==> config.mk <==
export PLATFORM = sky130hd
export DESIGN_NAME = wdt_reset_sequencer
export DESIGN_NICKNAME = d
export VERILOG_FILES = /design/src/rtl/wdt_pkg.sv /design/src/rtl/wdt_load_down_counter.sv /design/src/rtl/wdt_reset_sequencer.sv
export SDC_FILE = /design/constraint.sdc
export NUM_CORES = 1
export LEC_CHECK = 0
export ABC_AREA = 1
export BUFFER_PORTS_ARGS = -buffer_cell sky130_fd_sc_hd__buf_4
export CELL_PAD_IN_SITES_DETAIL_PLACEMENT = 1
export CELL_PAD_IN_SITES_GLOBAL_PLACEMENT = 1
export CORE_MARGIN = 4
export CORE_UTILIZATION = 39
export CTS_BUF_LIST = sky130_fd_sc_hd__clkbuf_16
export CTS_CLUSTER_DIAMETER = 200
export DETAILED_ROUTE_END_ITERATION = 10
export HOLD_SLACK_MARGIN = 0.05
export PLACE_DENSITY_LB_ADDON = 0.25
export SLEW_MARGIN = 20
export SYNTH_ARGS = -nofsm -noshare
export SYNTH_HDL_FRONTEND = slang
export SYNTH_SLANG_ARGS = --single-unit
==> constraint.sdc <==
create_clock -name clk -period 2.1 [get_ports clk]
set_clock_uncertainty 0.1 [all_clocks]
set_input_delay 0.315 -clock clk [delete_from_list [all_inputs] [get_ports clk]]
set_output_delay 0.315 -clock clk [all_outputs]
set_load 0.03 [all_outputs]
==> src/rtl/wdt_pkg.sv <==
// Shared types and constants for the watchdog reset sequencer: FSM states,
// register addresses, CTRL bit positions and configuration reset values.
package wdt_pkg;

  typedef enum logic [1:0] {
    ST_IDLE  = 2'd0,
    ST_WARN  = 2'd1,
    ST_PULSE = 2'd2,
    ST_HOLD  = 2'd3
  } wdt_state_e;

  localparam logic [5:0] ADDR_CTRL   = 6'h0;
  localparam logic [5:0] ADDR_GRACE  = 6'h1;
  localparam logic [5:0] ADDR_PULSE  = 6'h2;
  localparam logic [5:0] ADDR_STATUS = 6'h3;

  localparam int CTRL_ARM_BIT = 0;
  localparam int CTRL_ACK_BIT = 1;
  localparam int CTRL_CLR_BIT = 2;

  localparam int STATUS_WARN_BIT  = 0;
  localparam int STATUS_FIRED_BIT = 1;
  localparam int STATUS_LOCK_BIT  = 2;
  localparam int STATUS_CNT_LSB   = 8;
  localparam int STATUS_STATE_LSB = 16;

  localparam logic [31:0] GRACE_RST_VAL = 32'h0000_FFFF;
  localparam logic [31:0] PULSE_RST_VAL = 32'h0000_0010;

endpackage

==> src/rtl/wdt_load_down_counter.sv <==
// Loadable down-counter that stops at zero and flags it; used for both the
// grace period and the reset-pulse width.
module wdt_load_down_counter #(
  parameter int W = 16
) (
  input  logic         clk,
  input  logic         rst,
  input  logic         load_i,
  input  logic [W-1:0] load_val_i,
  input  logic         dec_i,
  output logic         zero_o
);

  logic [W-1:0] cnt_q;

  always_ff @(posedge clk) begin
    if (rst) begin
      cnt_q <= '0;
    end else if (load_i) begin
      cnt_q <= load_val_i;
    end else if (dec_i && (cnt_q != '0)) begin
      cnt_q <= cnt_q - W'(1);
    end
  end

  assign zero_o = (cnt_q == '0);

endmodule

==> src/rtl/wdt_reset_sequencer.sv <==
// Watchdog expiry -> early-warning interrupt -> grace period -> reset pulse.
// Optional macro WDT_RSTSEQ_LOCK_EN freezes ARM/GRACE/PULSE once armed.
//
// state | meaning
// IDLE  | waiting for an armed rising edge of expired_in
// WARN  | interrupt raised, grace counter running, ACK aborts
// PULSE | sys_rst_out asserted for max(PULSE,1) cycles
// HOLD  | waiting for expired_in to drop before re-arming
module wdt_reset_sequencer
  import wdt_pkg::*;
#(
  parameter int GRACE_W = 16,
  parameter int PULSE_W = 8,
  parameter int CNT_W   = 8
) (
  input  logic        clk,
  input  logic        rst,
  input  logic        expired_in,
  input  logic [5:0]  address,
  input  logic [31:0] data_in,
  input  logic [1:0]  data_write_n,
  input  logic [1:0]  data_read_n,
  output logic [31:0] data_out,
  output logic        data_ready,
  output logic        sys_rst_out,
  output logic        user_interrupt
);

  wdt_state_e         state_q;
  logic               irq_q, sys_rst_q;
  logic               exp_q, arm_q;
  logic [GRACE_W-1:0] grace_q;
  logic [PULSE_W-1:0] pulse_q;
  logic               warn_sticky_q, warn_sticky_d;
  logic               fired_sticky_q, fired_sticky_d;
  logic [CNT_W-1:0]   rst_count_q, rst_count_d;
  logic               cfg_locked;

  logic wr_en, ctrl_wr, ack_pulse, clr_pulse, exp_rise;
  logic warn_enter, abort, grace_zero, grace_expire, pulse_zero;
  logic [PULSE_W-1:0] pulse_load_val;

  assign wr_en     = (data_write_n != 2'b11);
  assign ctrl_wr   = wr_en && (address == ADDR_CTRL);
  assign ack_pulse = ctrl_wr && data_in[CTRL_ACK_BIT];
  assign clr_pulse = ctrl_wr && data_in[CTRL_CLR_BIT];
  assign exp_rise  = expired_in && !exp_q;

  assign warn_enter   = (state_q == ST_IDLE) && arm_q && exp_rise;
  assign abort        = ack_pulse || !arm_q;
  assign grace_expire = (state_q == ST_WARN) && !abort && grace_zero;
  // The counter exits on zero, so loading width-1 yields exactly width PULSE cycles.
  assign pulse_load_val = (pulse_q == '0) ? '0 : pulse_q - PULSE_W'(1);

  wdt_load_down_counter #(.W(GRACE_W)) u_grace_cnt (
    .clk        (clk),
    .rst        (rst),
    .load_i     (warn_enter),
    .load_val_i (grace_q),
    .dec_i      (state_q == ST_WARN),
    .zero_o     (grace_zero)
  );

  wdt_load_down_counter #(.W(PULSE_W)) u_pulse_cnt (
    .clk        (clk),
    .rst        (rst),
    .load_i     (grace_expire),
    .load_val_i (pulse_load_val),
    .dec_i      (state_q == ST_PULSE),
    .zero_o     (pulse_zero)
  );

  always_ff @(posedge clk) begin
    if (rst) begin
      state_q   <= ST_IDLE;
      irq_q     <= 1'b0;
      sys_rst_q <= 1'b0;
    end else begin
      irq_q     <= (state_q == ST_WARN);
      sys_rst_q <= (state_q == ST_PULSE);
      case (state_q)
        ST_IDLE:  if (warn_enter) state_q <= ST_WARN;
        ST_WARN: begin
          if (abort)           state_q <= ST_IDLE;
          else if (grace_zero) state_q <= ST_PULSE;
        end
        ST_PULSE: if (pulse_zero) state_q <= ST_HOLD;
        ST_HOLD:  if (!expired_in) state_q <= ST_IDLE;
        default:  state_q <= ST_IDLE;
      endcase
    end
  end

`ifdef WDT_RSTSEQ_LOCK_EN
  logic lock_q;

  always_ff @(posedge clk) begin
    if (rst) begin
      lock_q <= 1'b0;
    end else if (ctrl_wr && data_in[CTRL_ARM_BIT]) begin
      lock_q <= 1'b1;
    end
  end

  assign cfg_locked = lock_q;
`else
  assign cfg_locked = 1'b0;
`endif

  always_ff @(posedge clk) begin
    if (rst) begin
      exp_q   <= 1'b0;
      arm_q   <= 1'b0;
      grace_q <= GRACE_W'(GRACE_RST_VAL);
      pulse_q <= PULSE_W'(PULSE_RST_VAL);
    end else begin
      exp_q <= expired_in;
      if (ctrl_wr && !(cfg_locked && !data_in[CTRL_ARM_BIT])) begin
        arm_q <= data_in[CTRL_ARM_BIT];
      end
      if (wr_en && (address == ADDR_GRACE) && !cfg_locked) begin
        grace_q <= data_in[GRACE_W-1:0];
      end
      if (wr_en && (address == ADDR_PULSE) && !cfg_locked) begin
        pulse_q <= data_in[PULSE_W-1:0];
      end
    end
  end

  // A sticky set in the same cycle as CLR_STATUS survives the clear.
  always_comb begin
    warn_sticky_d  = clr_pulse ? 1'b0 : warn_sticky_q;
    fired_sticky_d = clr_pulse ? 1'b0 : fired_sticky_q;
    rst_count_d    = clr_pulse ? '0 : rst_count_q;
    if (warn_enter) warn_sticky_d = 1'b1;
    if (grace_expire) begin
      fired_sticky_d = 1'b1;
      if (rst_count_d != '1) rst_count_d = rst_count_d + CNT_W'(1);
    end
  end

  always_ff @(posedge clk) begin
    if (rst) begin
      warn_sticky_q  <= 1'b0;
      fired_sticky_q <= 1'b0;
      rst_count_q    <= '0;
    end else begin
      warn_sticky_q  <= warn_sticky_d;
      fired_sticky_q <= fired_sticky_d;
      rst_count_q    <= rst_count_d;
    end
  end

  always_comb begin
    data_out = '0;
    case (address)
      ADDR_CTRL:  data_out[CTRL_ARM_BIT] = arm_q;
      ADDR_GRACE: data_out[GRACE_W-1:0] = grace_q;
      ADDR_PULSE: data_out[PULSE_W-1:0] = pulse_q;
      ADDR_STATUS: begin
        data_out[STATUS_WARN_BIT]              = warn_sticky_q;
        data_out[STATUS_FIRED_BIT]             = fired_sticky_q;
        data_out[STATUS_LOCK_BIT]              = cfg_locked;
        data_out[STATUS_CNT_LSB +: CNT_W]      = rst_count_q;
        data_out[STATUS_STATE_LSB +: 2]        = state_q;
      end
      default: data_out = '0;
    endcase
  end

  logic unused_bus;
  assign unused_bus = &{1'b0, data_read_n, data_in};

  assign data_ready     = 1'b1;
  assign sys_rst_out    = sys_rst_q;
  assign user_interrupt = irq_q;

endmodule

Word level (Yosys, flattened, before mapping):

Index checks and enable logic that the tools add are counted.

* bits in registers: 64
* input bits: 45
* output and inout bits: 35
* word-level logic and storage cells: 78

* add/sub/neg operators: 4
* equal/unequal tests: 12
* muxes and demuxes: 22
* reductions and logical operators: 28

Operators with widths (number)
* 2-to-1 mux 8 bit: 6
* 2-to-1 mux 16 bit: 2
* logical NOT 16 bit: 1
* logical NOT 8 bit: 2
* case mux 8 bit (2 select lines): 1
* nonzero test 16 bit: 1
* subtractor 16 x 1 -> 16 bit, second input constant: 1
* subtractor 8 x 1 -> 8 bit, second input constant: 2
* == test 6 x 2 -> 1 bit, second input constant: 2
* logical AND 1 bit: 12
* 2-to-1 mux 2 bit: 6
* case mux 5 bit (2 select lines): 1
* adder 8 x 1 -> 8 bit, second input constant: 1
* inequality test 8 bit, second input constant: 1
* case mux 2 bit (4 select lines): 1
* nonzero test 2 bit: 4
* nonzero test 8 bit: 1
* == test 6 x 1 -> 1 bit, second input constant: 1
* logical NOT 6 bit: 1
* inequality test 2 bit, second input constant: 3
* case mux 2 bit (3 select lines): 1
* == test 2 bit, second input constant: 2
* case mux 1 bit (4 select lines): 1
* AND reduction 4 bit: 1
* 7 further kinds: 11

Logic depth before layout (Yosys ltp):

* depth in word-level cells: 8
* depth in mapped cells: 12
* mapped depth without buffers: 12

By module:

A second synthesis with hierarchy kept.

* cell total of the unflattened synthesis: 633
* area, all modules: 3960.0 sq um

By module, submodules not included
* wdt_reset_sequencer: times used 1, cells each 317, area each 2164.6 sq um
* wdt_load_down_counter at u_grace_cnt: times used 1, cells each 212, area each 1194.9 sq um
* wdt_load_down_counter at u_pulse_cnt: times used 1, cells each 104, area each 600.6 sq um

Worst setup path before layout:

OpenSTA, ideal clock, no wires.

* path kind: input to output
* start point: input port address[3]
* end point: output port data_out[10]
* arrival time: 1.807 ns
* data required time: 1.685 ns
* slack: -0.122 ns
* cell stages on the path: 5
* path through: nor2_1 -> nand2_2 -> nor3_1 -> inv_1 -> o21ai_0

* cells in the longest elaborated chain, start to end: 2

RTL lines
* start, declared: line wdt_reset_sequencer.sv:19 `input logic [5:0] address,`
* == test 6 x 2 -> 1 bit or == test 6 x 1 -> 1 bit (tied branches): line wdt_reset_sequencer.sv:156 `case (address)`
* case mux 8 bit (2 select lines) *: line wdt_reset_sequencer.sv:156
* end, declared: line wdt_reset_sequencer.sv:23 `output logic [31:0] data_out,`

Every way passes the cells marked *; elsewhere a longest branch is shown, timed or not.

Worst setup path after layout:

* start point: register u_grace_cnt.cnt_q[0]
* end point: register u_pulse_cnt.cnt_q[5]

* cells in the longest elaborated chain, start to end: 3

RTL lines
* start, declared: line wdt_load_down_counter.sv:14 `logic [W-1:0] cnt_q;`
* start signal, assigned: line wdt_load_down_counter.sv:20 `cnt_q <= load_val_i;`
* start signal, assigned: line wdt_load_down_counter.sv:22 `cnt_q <= cnt_q - W'(1);`
* logical NOT 16 bit *: line wdt_load_down_counter.sv:26 `assign zero_o = (cnt_q == '0);`
* logical AND 1 bit *: line wdt_reset_sequencer.sv:51 `assign grace_expire = (state_q == ST_WARN) && !abort && grace_zero;`
* 2-to-1 mux 8 bit or nonzero test 2 bit (tied branches)
* end signal, assigned: line wdt_load_down_counter.sv:20
* end signal, assigned: line wdt_load_down_counter.sv:22
* end, declared: line wdt_load_down_counter.sv:14

Marks and branches as above.
A chain may end at the register's enable or synchronous reset.

==> reports/qor.yml <==
finish:
  fin_nets: 668
  drive_above_1_share_pct: 22.92
  finish.utilization_pct: 48.60
  layout.area.seq_sq_um: 1281
  nFillCells: 1294
  layout.cells.most_common: "nand2_1"
  area_delta_synth_final_pct: 21.47
  final_cell_mix: "nand2_1, dfxtp_1, buf_4"
  multiInputGateArea_sq_um: 2217
  antenna_cells: 0
yosys:
  ys_seq_elements: 64
  synthSimpleGateAreaFrac_pct: 36.97
  synth_top_family_by_area: "simple AND/OR/NAND/NOR gates"
  syn_area_sq_um: 3892
  synth_area_per_cell_sq_um: 6.951
  yosys.area.top_type_share_pct: 32.92
  synthAdderAreaFrac_pct: 1.286
  synth_area_leaders: "dfxtp_1, nand2_1, inv_1"
  synth-compound-area-share_pct: 13.47
  synthMuxAreaShare_pct: 0
  synth_edf_count: 0
  yosys_warnings: 0
  yosysTopAreaCell: "dfxtp_1"
  synth_xor_area_share_pct: 3.375
  postSynthCellCount: 560
  ys_types: 46
  ys.flop_type: "dfxtp_1"
  yosysSeqAreaShare_pct: 32.92
  synthArstFlopShare_pct: 0
drt:
  routed_wl_um: 12010
  highest_layer: "met4"
  met1_length_um: 5302
  first_iter_violations: 105
  drt_pass1_iterations: 4
  vias: 3830
  route.met3.wl_um: 430
  route.detailed.drc: 0
  drt-vias-per-instance: 5.059
  dr_wl_met2_um: 6167
  wl_per_cell_um: 15.86
  ant_nets: 0
floorplan:
  top_level_ports: 80
  start_util_pct: 40.01
  die_h_um: 107.9
  core_sq_um: 9729
  die_w_um: 107.9
  placementRows: 36
  die_area_sq_um: 11640
worst_setup_path:
  worstSetupStartpointType: "flop"
  path_cells: "inv_1 > ha_2 > inv_1 > nor2_8 > nand2_1 > nor2_2 > nand4_1 > nand2_4 > nor2_1 > o21ai_1 > inv_1"
  critPathMaxStageDelay_ns: 0.31
  cp_top_family: "simple AND/OR/NAND/NOR gates"
  cp.required_ns: 2.23
  path_max_fanout: 7
  crit_buf_inv: 3
  worstRegToRegCells: 11
  r2r_start: "u_grace_cnt.cnt_q[0]"
  rr_endpoint: "u_pulse_cnt.cnt_q[5]"
  cp-end-kind: "flop"
  worstSetupStartpoint: "u_grace_cnt.cnt_q[0]"
  r2r_slack_ns: 0.15
  crit_path_end: "u_pulse_cnt.cnt_q[5]"
  crit_slowest_cell: "dfxtp_1"
  crit_arrival_ns: 2.08
  criticalPathCategory: "reg -> reg"
  worst-path-stages: 11
  cp_common_cell: "inv_1"
cts:
  numCtsBuffers: 9
  cts.sinks: 64
  cts_tree: "yes"
  clk_latency_ns: 0.33
  clockBufferDepth: 2
  path_clk_slew_ns: 0.06
  clockRootBuffer: "clkbuf_16"
  htree_levels: 3
timing:
  hold_viol_final: 0
  layout_worst_path_cycle_share_pct: 92.88
  drv_slew: 0
  max_freq_mhz: 512.7
  worst_hold_slack_ns: 0.09913
  rsz0062_at_grt: "true"
  fin_crit_ns: 1.950
  finalSetupViolCount: 0
global_routing:
  antenna_found_initial: 0
  grt_pass1_vias: 3992
  track_usage_pct: 21.50
  grt-ovfl-total: 0
  grt_pass1_wl_um: 19790
  grt_max_degree: 29
hold_path:
  hold_path.class: "in -> reg"
  hp-start: "data_in[13]"
placement:
  io_buffers: 46
  place_congestion: 0.8263
  dpl.hpwl_um: 8895
power_and_ir_drop:
  ir_drop_v: 0.0003442
  leakage_nw: 2.201
  pwr_density_cell_nw_per_um2: 645.9
run_status:
  outcome: "finished clean"
job:
  drv_cap: 0
==> logic make-up (layout without fill, tap and decap cells) <==
family | count (synthesis) | in the layout
and+or+nand+nor | 284 | 284
buffers and inverters | 99 | 150
AOI/OAI and AO/OA | 92 | 92
DFF | 64 | 64
xor gates and xnor gates | 15 | 15
adders and majority gates | 4 | 4
other | 2 | 15
==> Yosys cell counts (2+ instances only) <==
cell	instances
nand2_1	140
dfxtp_1	64
inv_1	57
nor2_1	41
nand3_1	39
a21oi_1	31
o21ai_0	29
buf_4	17
xor2_1	12
inv_2	10
nor2_2	9
nor2_4	9
nor3_1	9
o21ai_1	8
nand2_2	7
nand3_2	7
nand4_1	7
a31oi_1	6
clkbuf_1	6
o211ai_1	5
a21oi_2	4
buf_2	4
ha_1	4
a22oi_1	3
nor3_2	3
xnor2_1	3
buf_6	2
conb_1	2
nand2_4	2
nand3b_1	2
nor2_8	2
nor3_4	2
==> worst min-delay path: cells and delay by family <==
| kind | cells | cell delay, ns |
|---|---|---|
| buf+inv | 1 | 0.08 |
| simple gates | 2 | 0.10 |
==> routing by layer <==
metal  up-vias  global-route usage, %
met5         -                      0
met4         0                  5.591
met3         8                  4.199
met2        54                  37.74
met1      1866                  26.93
li1       1902                      -
==> timing repair <==
item,CTS,global route
gates resized for setup,0,5
hold buffers,0,0
setup endpoints to repair,0,6
buffers inserted,0,2
==> stage by stage <==
step	worst slack, ns	instance area (sq um)	std cells	power, W	TNS (ns)
final	0.1496	4728	757	0.003054	0
after global routing	-0.01471	4728	757	0.003157	-0.02476
after CTS	0.09734	4693	755	0.003085	0
after detailed placement	0.1463	4380	739	0.001480	0
after global placement	0.1872	4380	739	0.001476	0
after floorplan	-0.1218	3941	573	0.001417	-0.6091
==> worst min path at each step <==
stage | end | slack (ns) | cells past startpoint
after CTS | grace_q[13] | 0.09 | 3
after global placement | warn_sticky_q | 0.35 | 2
final | grace_q[13] | 0.1 | 3
after floorplan | pulse_q[4] | 0.31 | 2
after detailed placement | fired_sticky_q | 0.36 | 2
after global routing | grace_q[13] | 0.10 | 3
==> sequential cells by signal, indices dropped and copies added (netlist names), named ones only <==
| name | count |
|---|---|
| arm_q | 1 |
| exp_q | 1 |
| fired_sticky_q | 1 |
| grace_q | 16 |
| pulse_q | 8 |
| rst_count_q | 8 |
| state_q | 1 |
| sys_rst_out | 1 |
| u_grace_cnt.cnt_q | 16 |
| u_pulse_cnt.cnt_q | 8 |
| user_interrupt | 1 |
| warn_sticky_q | 1 |
==> power by group <==
part           internal (W)  leakage (nW)  switching, W
Clock               0.00103         0.150      0.000567
Combinational     0.0000757          1.53      0.000152
Sequential          0.00122         0.517    0.00000759
Total               0.00233          2.20      0.000727
==> cell type report <==
cell class / count / share of cell area (%)
Multi-Input combinational cell: 410 / 46.89
Inverter: 70 / 5.636
Tap cell: 133 / 3.519
Timing Repair Buffer: 64 / 10.24
Clock inverter: 7 / 1.852
Clock buffer: 9 / 4.763
Sequential cell: 64 / 27.10
Power figures use the tool's default switching activity.
